File: src/rtl/pci_arb_pkg.sv
// Shared types and constants for the PCI bus arbiter.
package pci_arb_pkg;

   // Arbiter sequencing states.
   typedef enum logic [1:0] {
      IDLE  = 2'd0,
      GRANT = 2'd1,
      BUSY  = 2'd2,
      TURN  = 2'd3
   } arb_state_t;

   localparam int DEF_NUM_MASTERS = 3;
   localparam int DEF_GNT_TIMEOUT = 16;

   // Owner index width; never narrower than one bit.
   function automatic int idx_width(input int n);
      return (n <= 2) ? 1 : $clog2(n);
   endfunction

endpackage

File: src/rtl/pci_rr_pick.sv
// Combinational rotating-priority picker: first asserted request after rr_ptr wins.
module pci_rr_pick
   import pci_arb_pkg::*;
#(
   parameter int NUM_MASTERS = DEF_NUM_MASTERS,
   parameter int IDX_W       = idx_width(NUM_MASTERS)
) (
   input  logic [NUM_MASTERS-1:0] req,
   input  logic [IDX_W-1:0]       rr_ptr,
   output logic [IDX_W-1:0]       winner,
   output logic                   valid
);

   // Scan from the farthest candidate back to the nearest so the nearest asserted one is kept.
   always_comb begin
      int idx;
      winner = '0;
      valid  = 1'b0;
      idx    = 0;
      for (int k = NUM_MASTERS; k >= 1; k--) begin
         idx = (int'(rr_ptr) + k) % NUM_MASTERS;
         if (req[idx[IDX_W-1:0]]) begin
            winner = idx[IDX_W-1:0];
            valid  = 1'b1;
         end
      end
   end

endmodule

File: src/rtl/pci_bus_arbiter.sv
// Central PCI arbiter: round-robin grants, turnaround insertion, unused-grant timeout.
//
// state | meaning
// IDLE  | no grant driven; grant the round-robin winner once the bus is idle
// GRANT | grant driven, waiting for the owner to assert FRAME
// BUSY  | owner's transaction in progress; grant may be withdrawn early
// TURN  | one cycle with every grant high before the next arbitration
module pci_bus_arbiter
   import pci_arb_pkg::*;
#(
   parameter int NUM_MASTERS = DEF_NUM_MASTERS,
   parameter int GNT_TIMEOUT = DEF_GNT_TIMEOUT,
   parameter int IDX_W       = idx_width(NUM_MASTERS)
) (
   input  logic                   clk,
   input  logic                   reset,
   input  logic [NUM_MASTERS-1:0] req_n,
   input  logic                   frame_n,
   input  logic                   irdy_n,
   output logic [NUM_MASTERS-1:0] gnt_n,
   output logic [IDX_W-1:0]       owner,
   output logic                   bus_busy,
   output logic                   timeout_err
);

   localparam int TW = $clog2(GNT_TIMEOUT) + 1;
   localparam logic [TW-1:0] TIMER_LAST = TW'(GNT_TIMEOUT - 1);

   arb_state_t             state;
   logic [IDX_W-1:0]       rr_ptr;
   logic [TW-1:0]          timer;

   logic [NUM_MASTERS-1:0] req_act;
   logic [NUM_MASTERS-1:0] owner_mask;
   logic [NUM_MASTERS-1:0] pick_gnt;
   logic                   frame_act;
   logic                   irdy_act;
   logic                   bus_idle;
   logic                   owner_req;
   logic                   other_req;
   logic [IDX_W-1:0]       pick_idx;
   logic                   pick_valid;

   // Only a clean 0 counts as asserted; floating or unknown lines read as released.
   always_comb begin
      req_act = '0;
      for (int i = 0; i < NUM_MASTERS; i++) begin
         req_act[i] = (req_n[i] === 1'b0);
      end
      frame_act  = (frame_n === 1'b0);
      irdy_act   = (irdy_n === 1'b0);
      bus_idle   = !frame_act && !irdy_act;
      owner_mask = '0;
      owner_mask[owner] = 1'b1;
      owner_req  = |(req_act & owner_mask);
      other_req  = |(req_act & ~owner_mask);
      pick_gnt   = '1;
      pick_gnt[pick_idx] = 1'b0;
   end

   pci_rr_pick #(
      .NUM_MASTERS (NUM_MASTERS),
      .IDX_W       (IDX_W)
   ) u_pick (
      .req    (req_act),
      .rr_ptr (rr_ptr),
      .winner (pick_idx),
      .valid  (pick_valid)
   );

   // Arbitration sequencing with registered grant, owner and status outputs.
   always_ff @(posedge clk) begin
      if (reset) begin
         state       <= IDLE;
         gnt_n       <= '1;
         owner       <= '0;
         rr_ptr      <= IDX_W'(NUM_MASTERS - 1);
         timer       <= '0;
         bus_busy    <= 1'b0;
         timeout_err <= 1'b0;
      end else begin
         bus_busy    <= frame_act || irdy_act;
         timeout_err <= 1'b0;
         case (state)
            IDLE: begin
               gnt_n <= '1;
               if (pick_valid && bus_idle) begin
                  state  <= GRANT;
                  gnt_n  <= pick_gnt;
                  owner  <= pick_idx;
                  rr_ptr <= pick_idx;
                  timer  <= '0;
               end
            end
            GRANT: begin
               // FRAME takes precedence over withdrawal and timeout on the same edge.
               if (frame_act) begin
                  state <= BUSY;
                  timer <= '0;
               end else if (!owner_req) begin
                  state <= TURN;
                  gnt_n <= '1;
               end else if (timer == TIMER_LAST) begin
                  state       <= TURN;
                  gnt_n       <= '1;
                  timeout_err <= 1'b1;
               end else if (timer != '1) begin
                  timer <= timer + TW'(1);
               end
            end
            BUSY: begin
               // Grant can only be withdrawn here; it is never re-driven before TURN.
               if (bus_idle) begin
                  state <= TURN;
                  gnt_n <= '1;
               end else if (!owner_req || other_req) begin
                  gnt_n <= '1;
               end
            end
            TURN: begin
               state <= IDLE;
               gnt_n <= '1;
            end
            default: begin
               state <= IDLE;
               gnt_n <= '1;
            end
         endcase
      end
   end

endmodule

File: config.mk
export PLATFORM = sky130hd
export DESIGN_NAME = pci_bus_arbiter
export DESIGN_NICKNAME = d
export VERILOG_FILES = /design/src/rtl/pci_arb_pkg.sv /design/src/rtl/pci_rr_pick.sv /design/src/rtl/pci_bus_arbiter.sv
export SDC_FILE = /design/constraint.sdc
export NUM_CORES = 1
export LEC_CHECK = 0
export CAP_MARGIN = 20
export CORE_MARGIN = 3
export CORE_UTILIZATION = 55
export DETAILED_ROUTE_END_ITERATION = 16
export PLACE_DENSITY_LB_ADDON = 0.08
export SKIP_LAST_GASP = 1
export SLEW_MARGIN = 20
export SYNTH_ARGS = -nofsm -noshare
export SYNTH_HDL_FRONTEND = slang
export SYNTH_SLANG_ARGS = --single-unit
export TNS_END_PERCENT = 20
File: constraint.sdc
create_clock -name clk -period 4.4 [get_ports clk]
set_input_delay 0.88 -clock clk [delete_from_list [all_inputs] [get_ports clk]]
set_output_delay 0.88 -clock clk [all_outputs]
set_load 0.005 [all_outputs]
# Yosys cells after proc, flatten, opt, wreduce, memory -nomap -nowiden

Cells that the tools add are included.

Add/sub/neg operators: 4
Div/mod/pow operators: 3
Magnitude comparators: 7
Equality and inequality tests: 19
Mux-type cells: 36
Bitwise logic cells: 6
Reductions and logical operators: 18

Operators by type and width:

| operator                | count |
|---|---|
| $mod A32 B3 Y32 const B | 3 |
| $mux W5                 | 5 |
| $mux W3                 | 6 |
| $mux W2                 | 8 |
| $lt A2 B3 Y1 const B    | 5 |
| $ne A3 B3 Y1 const B    | 5 |
| $pmux W3 S4             | 1 |
| $pmux W5 S2             | 1 |
| $mux W1                 | 9 |
| $pmux W2 S4             | 1 |
| $add A2 B2 Y3 const B   | 2 |
| $and A3 B3 Y3           | 2 |
| $bmux W1 S2             | 3 |
| $ne A2 B2 Y1 const B    | 3 |
| $not A3 Y3              | 2 |
| $reduce_and A3 Y1       | 2 |
| $reduce_or A3 Y1        | 2 |
| $add A5 B1 Y5 const B   | 1 |
| $eq A5 B4 Y1 const B    | 1 |
| $eqx A1 B1 Y1 const B   | 5 |
| $ne A5 B5 Y1 const B    | 1 |
| $reduce_and A5 Y1       | 1 |
| $demux W1 S2            | 2 |
| $eq A2 B2 Y1 const B    | 2 |
| 12 further kinds        | 20 |

Register bits: 16
Output and inout bits: 7

# Logic depth before layout (Yosys ltp)

Depth in word-level cells: 14
Gate-level depth with buffers: 9
Depth with buffers taken out: 8

# Cells and area by module

From an unflattened synthesis, not the netlist that was laid out.

Cells, all modules: 125
Area, all modules: 1067.3 µm²

Modules (own cells, without submodules):

| module          | times used | cells each | area an instance (µm²) | seq. area each (µm²) |
|---|---|---|---|---|
| pci_bus_arbiter | 1          | 98         | 875.8                  | 300.3 |
| pci_rr_pick     | 1          | 27         | 191.4                  | 0.0 |

# Least setup slack after synthesis

Ideal clock, no wire load.

Path kind: input -> register
From: in req_n[1]
To: reg timer[3]
Data arrival time: 2134 ps
Required time: 4283 ps
Setup slack: 2149 ps
Stages on the path: 6
Buffers on the path: 1
Cells stage by stage: buf_6 -> mux2_2 -> o31a_2 -> nor3_1 -> o22ai_1 -> a32o_1

Word-level cells in the longest chain between the ends: 9
Elaborated cells between the ends (all ways): 16

RTL lines:

| what                          | RTL line               | source |
|---|---|---|
| start, declared               | pci_bus_arbiter.sv:17  | `input logic [NUM_MASTERS-1:0] req_n,` |
| $eqx A1 B1 Y1 *               | pci_bus_arbiter.sv:48  | `req_act[i] = (req_n[i] === 1'b0);` |
| $bmux W1 S2                   | pci_rr_pick.sv:22      | `if (req[idx[IDX_W-1:0]]) begin` |
| $mux W1 (implied by the code) | pci_rr_pick.sv:22      |  |
| $mux W1 (3 in series)         | pci_rr_pick.sv:22      |  |
| $logic_and A1 B1 Y1           | pci_bus_arbiter.sv:87  | `if (pick_valid && bus_idle) begin` |
| $ne A2 B2 Y1 (no line)        | --                     |  |
| $reduce_and A5 Y1 (no line) * | --                     |  |
| end signal, assigned          | pci_bus_arbiter.sv:108 | `timer <= timer + TW'(1);` |
| end, declared                 | pci_bus_arbiter.sv:31  | `logic [TW-1:0] timer;` |

Every way passes the cells marked *; elsewhere a longest branch is shown, timed or not. The select of a mux whose other input is x is not followed.
A chain may end at the register's enable or synchronous reset.

# Worst setup path after layout

From: in req_n[1]
To: reg gnt_n[1]

Word-level cells in the longest chain between the ends: 13
Elaborated cells between the ends (all ways): 33

RTL lines:

| what                                                               | RTL line              | source |
|---|---|---|
| $eqx A1 B1 Y1 *                                                    | pci_bus_arbiter.sv:48 |  |
| $bmux W1 S2                                                        | pci_rr_pick.sv:22     |  |
| $mux W1 (implied by the code)                                      | pci_rr_pick.sv:22     |  |
| $mux W2 (3 in series)                                              | pci_rr_pick.sv:22     |  |
| $lt A2 B3 Y1 (implied by the code) or $ge A2 B1 Y1 (tied branches) | pci_bus_arbiter.sv:58 | `pick_gnt[pick_idx] = 1'b0;` |
| $logic_and A1 B1 Y1 (implied by the code)                          | pci_bus_arbiter.sv:58 |  |
| $mux W1 (implied by the code)                                      | pci_bus_arbiter.sv:58 |  |
| $demux W1 S2                                                       | pci_bus_arbiter.sv:58 |  |
| $not A3 Y3 (no line)                                               | --                    |  |
| $mux W3                                                            | pci_bus_arbiter.sv:87 |  |
| $pmux W3 S4                                                        | pci_bus_arbiter.sv:84 | `case (state)` |
| end signal, assigned                                               | pci_bus_arbiter.sv:89 | `gnt_n <= pick_gnt;` |
| end, declared                                                      | pci_bus_arbiter.sv:20 | `output logic [NUM_MASTERS-1:0] gnt_n,` |

Marks and branches as above.

==> metrics.log <==
[metrics] worst-path cell chain: clkdlybuf4s50_1 > mux2_2 > o31ai_1 > a221oi_1 > nor4bb_1 > o21ai_1
[metrics] maximum number of pins on one net before global-route repair: 14
[metrics] Async S/R FF share, synth: 0%
[metrics] worst skew pair latency: 300 ps
[metrics] final critical path time including I/O delays and setup: 2700 ps
[metrics] start of the worst register-to-register path: timer[0]
[metrics] r2r setup slk: 1910 ps
[metrics] Post-CTS Setup Bufs: 0
[metrics] VDD IR-drop max: 0.239 mV
[metrics] worst min-delay path class: flip-flop to flip-flop
[metrics] count of state elements after synthesis: 15
[metrics] row count: 16
[metrics] count of H-tree levels built during CTS: 1
[metrics] half-perimeter wire length after placement: 2.07 mm
[metrics] Synth warnings: 0
[metrics] number of cell instances on the worst register-to-register path: 8
[metrics] post-synthesis compound-gate area fraction: 30.2%
[metrics] number of endpoints with negative hold slack in the final report: 0
[metrics] clock transition at the registers of the reported paths: 100 ps
[metrics] sequential area share after synthesis: 24.8%
[metrics] vias after detailed routing: 1184
[metrics] count leader, synth: dfxtp_1
[metrics] Synth top cells by count: 15 x dfxtp_1, 14 x inv_1, 11 x ha_1
[metrics] flip-flop cell with the highest count after synthesis: dfxtp_1
[metrics] Starting Density: 59.9%
[metrics] Remaining DRCs: 0
[metrics] aggregate negative setup slack: 0 ps
[metrics] portion of the clock cycle consumed by the worst path in the final layout: 61.4%
[metrics] post-route ant nets: 0
[metrics] CTS tree: done
[metrics] data arrival time at the worst-slack endpoint: 2890 ps
[metrics] Unique masters post-synth: 54
[metrics] Die X: 52.9 um
[metrics] maximum fanout count along the critical path: 10
[metrics] placer's final routability congestion estimate: 0.836
[metrics] xor and xnor area share after synthesis: 0%
[metrics] max cap viols: 0
[metrics] area of all sequential standard cells: 300 um2
[metrics] GR Util All Layers: 23.8%
[metrics] pwr dens: 343 nW/um2
[metrics] initial antenna violation count: 0
[metrics] syn_area_per_cell: 8.30 um2
[metrics] category of the most critical setup path: input pin to flip-flop
[metrics] port buffer count: 13
[metrics] netlist area before placement: 1210 um2
[metrics] master cell of the clock root buffer: clkbuf_4
[metrics] global route overflow: 0
[metrics] Synth Area in Adders: 11.4%
[metrics] pins over their slew limit: 0
[metrics] Leak Pwr: 0.519 nW
[metrics] number of buffers added by the clock tree synthesis step: 3
[metrics] per-cell via count in the routed design: 6.43
[metrics] buffer and inverter count on the worst path: 1
[metrics] Multi-input gate area: 812 um2
[metrics] count of nets after finishing: 176
[metrics] library cell occupying the most area in the post-synthesis netlist: dfxtp_1
[metrics] Initial DRC Count: 50
[metrics] share of layout cells above drive strength 1: 10.8%
[metrics] endpoint of the most critical setup path: gnt_n[1]
[metrics] multiplexer share of the synthesized area: 2.69%
[metrics] hold_buf cts: 0
[metrics] final number of setup-violating endpoints: 0
[metrics] I/O pin cnt: 14
[metrics] routed wire length per instance: 15.4 um
[metrics] simple-gate share of the synthesized area: 22.8%
[metrics] setup repair after global routing missed its margin: no
[metrics] number of instances in the synthesized netlist: 146
[metrics] number of inserted diodes: 0
[metrics] global-route wire length before repair: 4.93 mm
[metrics] proportion of netlist area held by the largest area contributor: 24.8%
[metrics] main combinational cell family by area after synthesis: compound AO/OA/AOI/OAI gates
[metrics] stages on the worst setup path: 6
[metrics] number of gates resized after cts: 0
[metrics] crit-path leading delay family: compound AO/OA/AOI/OAI gates
[metrics] maximum single-stage delay on the critical path: 670 ps
[metrics] Placeable Area: 2020 um2
[metrics] area enclosed by the die boundary: 2800 um2
[metrics] transition at the pin with the smallest max-transition slack: 586 ps
[metrics] data required time of the critical path: 4590 ps
[metrics] Worst Clk Skew: 6.47 ps
[metrics] worst-case headroom to the max-slew limit: 60.9%
[metrics] R2R Path End: timer[3]
[metrics] Slowest-stage cell, CP: clkdlybuf4s50_1
[metrics] Total Routed Length: 2.83 mm
[metrics] leading cell types by total area after synthesis: dfxtp_1 25%, ha_1 11%, inv_1 4.3%
[metrics] DRT Pass-1 Iters: 4
[metrics] startpoint type of the worst setup path: input pin
[metrics] Clock Sink Count: 15
[metrics] vias in the first global route: 1080
[metrics] worst hold start: state[0]
[metrics] DIE HEIGHT: 52.9 um
[metrics] crit path launch: req_n[1]
[metrics] synthesis-to-finish area growth: 12.0%
[metrics] total power: 0.465 mW
[metrics] number of buffers on the longest clock path: 2
[metrics] number of flops mapped to enable cells by yosys: 0
[metrics] syn_nets: 164
[metrics] crit path capture type: flip-flop
[metrics] maximum clock frequency: 0.370 GHz
[metrics] number of filler instances in the final layout: 179
[metrics] status: complete, no violations
## per-stage QoR
stage	worst slack, ps	hold WS, ps	instances	cell area, um2	utilization, %
global placement	1490	488	180	1330	65.7
CTS	1760	512	184	1360	67.1
floorplan	2150	468	146	1210	-
global route	1550	538	184	1360	67.1
finish	1700	508	184	1360	67.1
detailed placement	1440	497	180	1330	65.7
## kinds of logic (layout without fill, tap and decap cells)
| group | count (synthesis) | count (layout) |
|---|---|---|
| compound gates | 51 | 51 |
| simple gates | 46 | 46 |
| buf+inv | 20 | 31 |
| flops | 15 | 15 |
| fa+ha+maj | 11 | 11 |
| mux | 3 | 3 |
## where the power goes
part / internal, mW / switching [mW]
Clock: 0.0339 / 0.0515
Sequential: 0.149 / 0.0148
Combinational: 0.0900 / 0.125
Total: 0.273 / 0.192
## worst min-delay path by stage
| stage | endpoint | slack [ps] | depth (start not counted) |
|---|---|---|---|
| 3_3_place_gp | timer[0] | 490 | 2 |
| 2_1_floorplan | state[0] | 470 | 2 |
| 5_1_grt | timer[0] | 540 | 2 |
| 3_5_place_dp | state[0] | 500 | 2 |
| 6_report | state[0] | 510 | 2 |
| 4_1_cts | state[0] | 510 | 2 |
## cell type report
cell class	count	share of cell area, %
Tap cell	27	2.49
Multi-Input combinational cell	111	59.9
Clock inverter	1	0.369
Inverter	14	3.87
Sequential cell	15	22.1
Clock buffer	3	1.66
Timing Repair Buffer	13	9.59
## state kept, by name, indices dropped and copies added, names as in the netlist
signal / flops
bus_busy: 1
timer: 5
gnt_n: 3
owner: 2
state: 2
timeout_err: 1
rr_ptr: 1
## layer usage
metal  vias up  GRT usage [%]  part of all wire [%]
li1        573              -                     -
met3         7           5.35                   8.2
met1       542           31.7                    45
met5         -              0                     0
met2        62           35.5                    45
met4         0           12.3                   1.9
## cell usage in the layout, fill, tap and decap left out, drive strengths merged, types with 3 or more instances in the layout
| cell type | Yosys | routed |
|---|---|---|
| o22ai | 3 | 3 |
| clkdlybuf4s50 | 0 | 13 |
| o211ai | 6 | 6 |
| a21oi | 11 | 11 |
| nand3 | 4 | 4 |
| nor3 | 3 | 3 |
| inv | 14 | 14 |
| o21ai | 8 | 8 |
| nand2 | 8 | 8 |
| a31oi | 4 | 4 |
| clkbuf | 1 | 3 |
| ha | 11 | 11 |
| nor2 | 8 | 8 |
| nor2b | 3 | 3 |
| dfxtp | 15 | 15 |
## worst register-to-register path, stage by stage (launching register included)
cell and delay, ps:
dfxtp_1 360, ha_1 250, and3_1 220, ha_1 220, or4b_1 500, o31a_2 180
nor3_1 260, o22ai_1 140, a32o_1 270
(Power assumes the default switching activity.)
